$ cat src/rtl/mc_control_fsm.sv
// Multicycle MIPS main control FSM.
// Drives the datapath mux selects and the write enables from a 4-bit state register.
// The outputs are Moore-decoded from that register, with three exceptions:
// FETCH gates ir_write/pc_write with mem_ready, and DECODE flags an unknown opcode
// combinationally in the same cycle.
module mc_control_fsm #(
    parameter logic [5:0] OP_RTYPE = 6'h00,
    parameter logic [5:0] OP_LW    = 6'h23,
    parameter logic [5:0] OP_SW    = 6'h2B,
    parameter logic [5:0] OP_BEQ   = 6'h04,
    parameter logic [5:0] OP_ADDI  = 6'h08,
    parameter logic [5:0] OP_J     = 6'h02
) (
    input  logic       clk,
    input  logic       rst_n,
    input  logic [5:0] opcode,
    input  logic       mem_ready,
    output logic       pc_write,
    output logic       pc_write_cond,
    output logic       i_or_d,
    output logic       mem_read,
    output logic       mem_write,
    output logic       ir_write,
    output logic       mem_to_reg,
    output logic       reg_dst,
    output logic       reg_write,
    output logic       alu_src_a,
    output logic [1:0] alu_src_b,
    output logic [1:0] alu_op,
    output logic [1:0] pc_source,
    output logic       illegal_op,
    output logic [3:0] state_o
);

    typedef enum logic [3:0] {
        StRst    = 4'd0,
        StFetch  = 4'd1,
        StDecode = 4'd2,
        StMemAdr = 4'd3,
        StMemRd  = 4'd4,
        StMemWb  = 4'd5,
        StMemWr  = 4'd6,
        StRex    = 4'd7,
        StRwb    = 4'd8,
        StBeq    = 4'd9,
        StAiex   = 4'd10,
        StAiwb   = 4'd11,
        StJex    = 4'd12
    } state_e;

    state_e state_q, state_d;

    // Next-state selection; unused codes 13-15 fall back to FETCH.
    always_comb begin
        state_d = StFetch;
        unique case (state_q)
            StRst:    state_d = StFetch;
            StFetch:  state_d = mem_ready ? StDecode : StFetch;
            StDecode: begin
                if (opcode == OP_LW || opcode == OP_SW) state_d = StMemAdr;
                else if (opcode == OP_RTYPE)            state_d = StRex;
                else if (opcode == OP_BEQ)              state_d = StBeq;
                else if (opcode == OP_ADDI)             state_d = StAiex;
                else if (opcode == OP_J)                state_d = StJex;
                else                                    state_d = StFetch;
            end
            // IR holds the opcode, so it is still valid here.
            StMemAdr: state_d = (opcode == OP_SW) ? StMemWr : StMemRd;
            StMemRd:  state_d = mem_ready ? StMemWb : StMemRd;
            StMemWb:  state_d = StFetch;
            StMemWr:  state_d = mem_ready ? StFetch : StMemWr;
            StRex:    state_d = StRwb;
            StRwb:    state_d = StFetch;
            StBeq:    state_d = StFetch;
            StAiex:   state_d = StAiwb;
            StAiwb:   state_d = StFetch;
            StJex:    state_d = StFetch;
            default:  state_d = StFetch;
        endcase
    end

    // State register; the asynchronous reset can abort any instruction.
    always_ff @(posedge clk or negedge rst_n) begin
        if (!rst_n) state_q <= StRst;
        else        state_q <= state_d;
    end

    // Output decode from the current state; every output defaults to 0.
    always_comb begin
        pc_write      = 1'b0;
        pc_write_cond = 1'b0;
        i_or_d        = 1'b0;
        mem_read      = 1'b0;
        mem_write     = 1'b0;
        ir_write      = 1'b0;
        mem_to_reg    = 1'b0;
        reg_dst       = 1'b0;
        reg_write     = 1'b0;
        alu_src_a     = 1'b0;
        alu_src_b     = 2'd0;
        alu_op        = 2'd0;
        pc_source     = 2'd0;
        illegal_op    = 1'b0;
        unique case (state_q)
            StFetch: begin
                mem_read  = 1'b1;
                alu_src_b = 2'd1;
                // Commit PC+4 and the IR only once the instruction word arrives.
                ir_write  = mem_ready;
                pc_write  = mem_ready;
            end
            StDecode: begin
                alu_src_b  = 2'd3;
                illegal_op = !(opcode == OP_LW || opcode == OP_SW || opcode == OP_RTYPE ||
                               opcode == OP_BEQ || opcode == OP_ADDI || opcode == OP_J);
            end
            StMemAdr: begin
                alu_src_a = 1'b1;
                alu_src_b = 2'd2;
            end
            StMemRd: begin
                mem_read = 1'b1;
                i_or_d   = 1'b1;
            end
            StMemWb: begin
                reg_write  = 1'b1;
                mem_to_reg = 1'b1;
            end
            StMemWr: begin
                mem_write = 1'b1;
                i_or_d    = 1'b1;
            end
            StRex: begin
                alu_src_a = 1'b1;
                alu_op    = 2'd2;
            end
            StRwb: begin
                reg_write = 1'b1;
                reg_dst   = 1'b1;
            end
            StBeq: begin
                alu_src_a     = 1'b1;
                alu_op        = 2'd1;
                pc_write_cond = 1'b1;
                pc_source     = 2'd1;
            end
            StAiex: begin
                alu_src_a = 1'b1;
                alu_src_b = 2'd2;
            end
            StAiwb: begin
                reg_write = 1'b1;
            end
            StJex: begin
                pc_write  = 1'b1;
                pc_source = 2'd2;
            end
            default: ;
        endcase
    end

    // Debug view of the current state.
    assign state_o = state_q;

endmodule

$ cat config.mk
export PLATFORM = sky130hd
export DESIGN_NAME = mc_control_fsm
export DESIGN_NICKNAME = d
export VERILOG_FILES = /design/src/rtl/mc_control_fsm.sv
export SDC_FILE = /design/constraint.sdc
export NUM_CORES = 1
export LEC_CHECK = 0
export CORE_UTILIZATION = 40
export CTS_BUF_LIST = sky130_fd_sc_hd__clkbuf_8
export DETAILED_ROUTE_END_ITERATION = 6
export PLACE_DENSITY = 0.79
export SKIP_LAST_GASP = 1
export SLEW_MARGIN = 15
export SYNTH_ARGS = -nofsm -noshare
export SYNTH_HDL_FRONTEND = slang
export SYNTH_SLANG_ARGS = --single-unit
$ cat constraint.sdc
create_clock -name clk -period 1.8 [get_ports clk]
set_clock_uncertainty 0.15 [all_clocks]
set_input_delay 0.18 -clock clk [delete_from_list [all_inputs] [get_ports clk]]
set_output_delay 0.18 -clock clk [all_outputs]
set_load 0.01 [all_outputs]
# Word-level counts from Yosys, hierarchy flattened

Index checks and enable logic that the tools add are counted.

Equal/unequal tests: 17
Multiplexer cells: 24
Reductions and logical operators: 12

Operators by type and width:

| operator                                            | count |
|---|---|
| one-hot mux 4 bit (7 select lines)                  | 1 |
| equality test 4 bit, second input constant          | 5 |
| two-way mux 4 bit                                   | 5 |
| equality test 4 x 3 -> 1 bit, second input constant | 4 |
| equality test 6 bit, second input constant          | 2 |
| two-way mux 1 bit                                   | 11 |
| equality test 4 x 2 -> 1 bit, second input constant | 2 |
| one-hot mux 2 bit (2 select lines)                  | 2 |
| equality test 6 x 2 -> 1 bit, second input constant | 1 |
| equality test 6 x 3 -> 1 bit, second input constant | 1 |
| equality test 6 x 4 -> 1 bit, second input constant | 1 |
| logical NOT 6 bit                                   | 1 |
| one-hot mux 2 bit (3 select lines)                  | 1 |
| OR reduction 2 bit                                  | 3 |
| logical OR 1 bit                                    | 5 |
| equality test 4 x 1 -> 1 bit, second input constant | 1 |
| two-way mux 2 bit                                   | 2 |
| OR reduction 4 bit                                  | 1 |
| two-way mux 3 bit                                   | 1 |
| OR reduction 3 bit                                  | 1 |
| one-hot mux 1 bit (2 select lines)                  | 1 |
| logical NOT 1 bit                                   | 1 |

Flip-flop bits (word level): 4
Logic and storage cells: 54

# Longest topological paths before layout

Depth in word-level cells: 8
Gate-level depth with buffers: 5
Depth with buffers taken out: 3

# Worst setup path before layout

No wires, ideal clock.

Path type: reg2out
Start: register state_q[2], in the netlist state_o[2]
End: output alu_op[0]
Data arrival time: 1280 ps
Required time: 1470 ps
Slack: 190 ps
Stages on the path, launching flop included: 5
Buffers on the path: 2
Cell sequence: dfrtp_1 buf_6 or2b_4 nor2_1 buf_4

Longest elaborated chain between the ends: 2

Ends and longest elaborated chain:

| item                                                                | line | text |
|---|---|---|
| start: declaration                                                  | 51   | `state_e state_q, state_d;` |
| start signal: assignment                                            | 84   | `if (!rst_n) state_q <= StRst;` |
| start signal: assignment                                            | 85   | `else state_q <= state_d;` |
| equality test 4 bit or equality test 4 x 3 -> 1 bit (tied branches) | 104  | `unique case (state_q)` |
| one-hot mux 2 bit (2 select lines) (*)                              | 104  |  |
| end: declaration                                                    | 29   | `output logic [1:0] alu_op,` |

Mark *: on every way between the ends. The rest lies on a longest branch, timed or not.

# Worst setup path after layout

Start: register state_q[2], in the netlist state_o[2]
End: output pc_write

Longest elaborated chain between the ends: 2

Ends and longest elaborated chain:

| item                                                                | line | text |
|---|---|---|
| equality test 4 bit or equality test 4 x 1 -> 1 bit (tied branches) | 104  |  |
| one-hot mux 1 bit (2 select lines) (*)                              | 104  |  |
| end: declaration                                                    | 18   | `output logic pc_write,` |

Marked as above.

==> impl_metrics.ini <==
[setup_path]
critPathKind = reg2out
path_max_fanout = 7
required_ps = 1470
worstSetupStartpointType = flop
cp-end-kind = primary output
arrival_ps = 1500

[yosys]
yosys-top-cells-count = nor2_1 (12), a21oi_1 (6), nor3_1 (5)
synth_nets = 84
syn_area_per_cell_um2 = 7.557
synth_most_common_cell = nor2_1
synth_top_area_share_pct = 17.66
ys_warn_count = 0
synth.cell_area_um2 = 566.8
synth_largest_area_cell = dfrtp_1
synth_edf_count = 0
netlist_instances = 75
ys_types = 31
synth_flop_cell = dfrtp_1
synth_area_leaders = dfrtp_1 (18%), nor2_1 (7.9%), buf_6 (6.0%)
async_flop_share_pct = 100.0
synth.yosys.seq_area_share_pct = 17.66
ys_seq_elements = 4

[global_route]
antenna_found_initial = 0
grt_max_degree = 10
grt_usage_pct = 33.61
grt_pass1_wl_mm = 3.353
first_global_vias = 729
overflow = 0

[finish]
finalCoreUtilization_pct = 82.43
fillers = 79
antennaDiodeCount = 0
fin_cells = 148
drive_gt1_share_pct = 37.59
syn2layout_area_growth_pct = 91.61
largest_register_ffs = 4
layout.nets = 144

[sta]
final.period_utilization_pct = 101.9
fin_crit_ps = 1834
relSlewSlack_pct = 85.54
hold_viol_final = 0
tns_ps = -33.55
tightest_slew_ps = 215.9
fin_ws_ps = -33.55
holdWs_ps = 12.66
finalSetupViolCount = 1
drv_slew = 0
clock.fmax_mhz = 545.4
rsz0062_at_grt = yes

[worst_hold_path]
hold_path.class = in2async

[place]
portBuffers = 29
gp_congestion = 0.8196
dp_cells = 138
dpl.hpwl_mm = 1.463

[floorplan]
fp.dieH_um = 39.64
rows = 13
ioPinCount = 30
fp.coreArea_mm2 = 0.001318
die_area_mm2 = 0.001571
die_x_um = 39.64
start_util_pct = 43.02

[outcome]
status = complete, but fails checks
violations = setup timing

[pwr]
leakage_nw = 0.5615
vdd_drop_max_uv = 1190
total_power_mw = 1.508
pwr_density_cell_mw_per_mm2 = 1389

[detailed_routing]
wl_per_cell_um = 14.45
via_per_inst = 5.804
routed_wl_mm = 2.139
drt-pass1-iter-count = 4
num_vias = 859
drcViolationCount = 0
ant_nets = 0
drt_iter0_drc = 22

[clock_tree]
cts_inserted_buffers = 3
clkTransAtPathRegs_ps = 40
cts_tree = built
cts_hold_buffers = 0
clk-insertion-delay-late_ps = 230
cts.sinks = 4
htreeDepth = 1
clock-root-buffer = clkbuf_8
clock_path_buffers = 2

[flow_run]
maxCapViolations = 0
worst paths after layout:
check	from	to	slack [ps]	cells after the start
max in group asynchronous	rst_n	state_o[3]$_DFF_PN0_	1290	1
worst max-delay path	state_o[2]$_DFF_PN0_	pc_write	-30	5
worst max register to register	state_o[2]$_DFF_PN0_	state_o[1]$_DFF_PN0_	110	6
worst min register to register	state_o[1]$_DFF_PN0_	state_o[3]$_DFF_PN0_	600	3
min in group clk	state_o[1]$_DFF_PN0_	state_o[3]$_DFF_PN0_	600	3
worst min-delay path	rst_n	state_o[2]$_DFF_PN0_	10	1
cells by family after synthesis:
family	share of synthesized area, %
AO/OA/AOI/OAI	18.98
AND/OR/NAND/NOR	47.46
flip-flops	17.66
buffers and inverters	11.26
XOR/XNOR	4.637
cell type report:
cell class	count	area [um^2]	share of cell area (%)
multi-input combinational	64	417.9	38.48
sequential	4	102.6	9.447
tap	15	18.77	1.728
clock buffer	3	41.29	3.802
timing repair buffer	62	505.5	46.54
what timing repair did:
action | CTS | global route
setup buffers | 6 | 1
resized for setup | 23 | 10
setup endpoints to repair | 18 | 8
pin swaps | 1 | 0
through the flow:
stage / setup slack (ps) / instance area (um^2)
2_1_floorplan: 190.5 / 566.8
3_3_place_gp: -139.6 / 1007
3_5_place_dp: -186.1 / 1007
4_1_cts: -65.27 / 1079
5_1_grt: -83.26 / 1086
6_report: -33.55 / 1086
routing by layer:
| layer | global-route usage [%] | routed length, um | share of wire, % | vias up |
|---|---|---|---|---|
| met1 | 42.81 | 919 | 43 | 408 |
| met4 | 18.97 | 76 | 3.6 | 0 |
| li1 | - | - | - | 388 |
| met5 | 0 | 0 | 0 | - |
| met3 | 7.955 | 128 | 6.0 | 8 |
| met2 | 50.82 | 1015 | 47 | 55 |
critical path, cell delays in order, from the launching register on:
cell and delay, ps:
dfrtp_2 460, buf_4 160, nor2_2 130, nand3_1 110
a21oi_1 140, dlygate4sd2_1 270
report_power, final:
part / switching, mW / total [mW] / internal [mW]
clock network: 0.0586 / 0.202 / 0.144
logic: 0.516 / 1.12 / 0.602
registers: 0.0604 / 0.188 / 0.127
total: 0.635 / 1.51 / 0.873
cell usage in the layout (no fill, tap or decap), types with 3 or more instances in the layout:
master / n
o21ai_1: 3
clkbuf_2: 3
nand2b_1: 3
dlygate4sd2_1: 12
nor3_1: 4
buf_4: 33
a21oi_1: 6
clkbuf_8: 3
clkdlybuf4s50_1: 11
nor2_1: 11
nand2_1: 4
No activity file was read; power rests on OpenSTA's default activity.
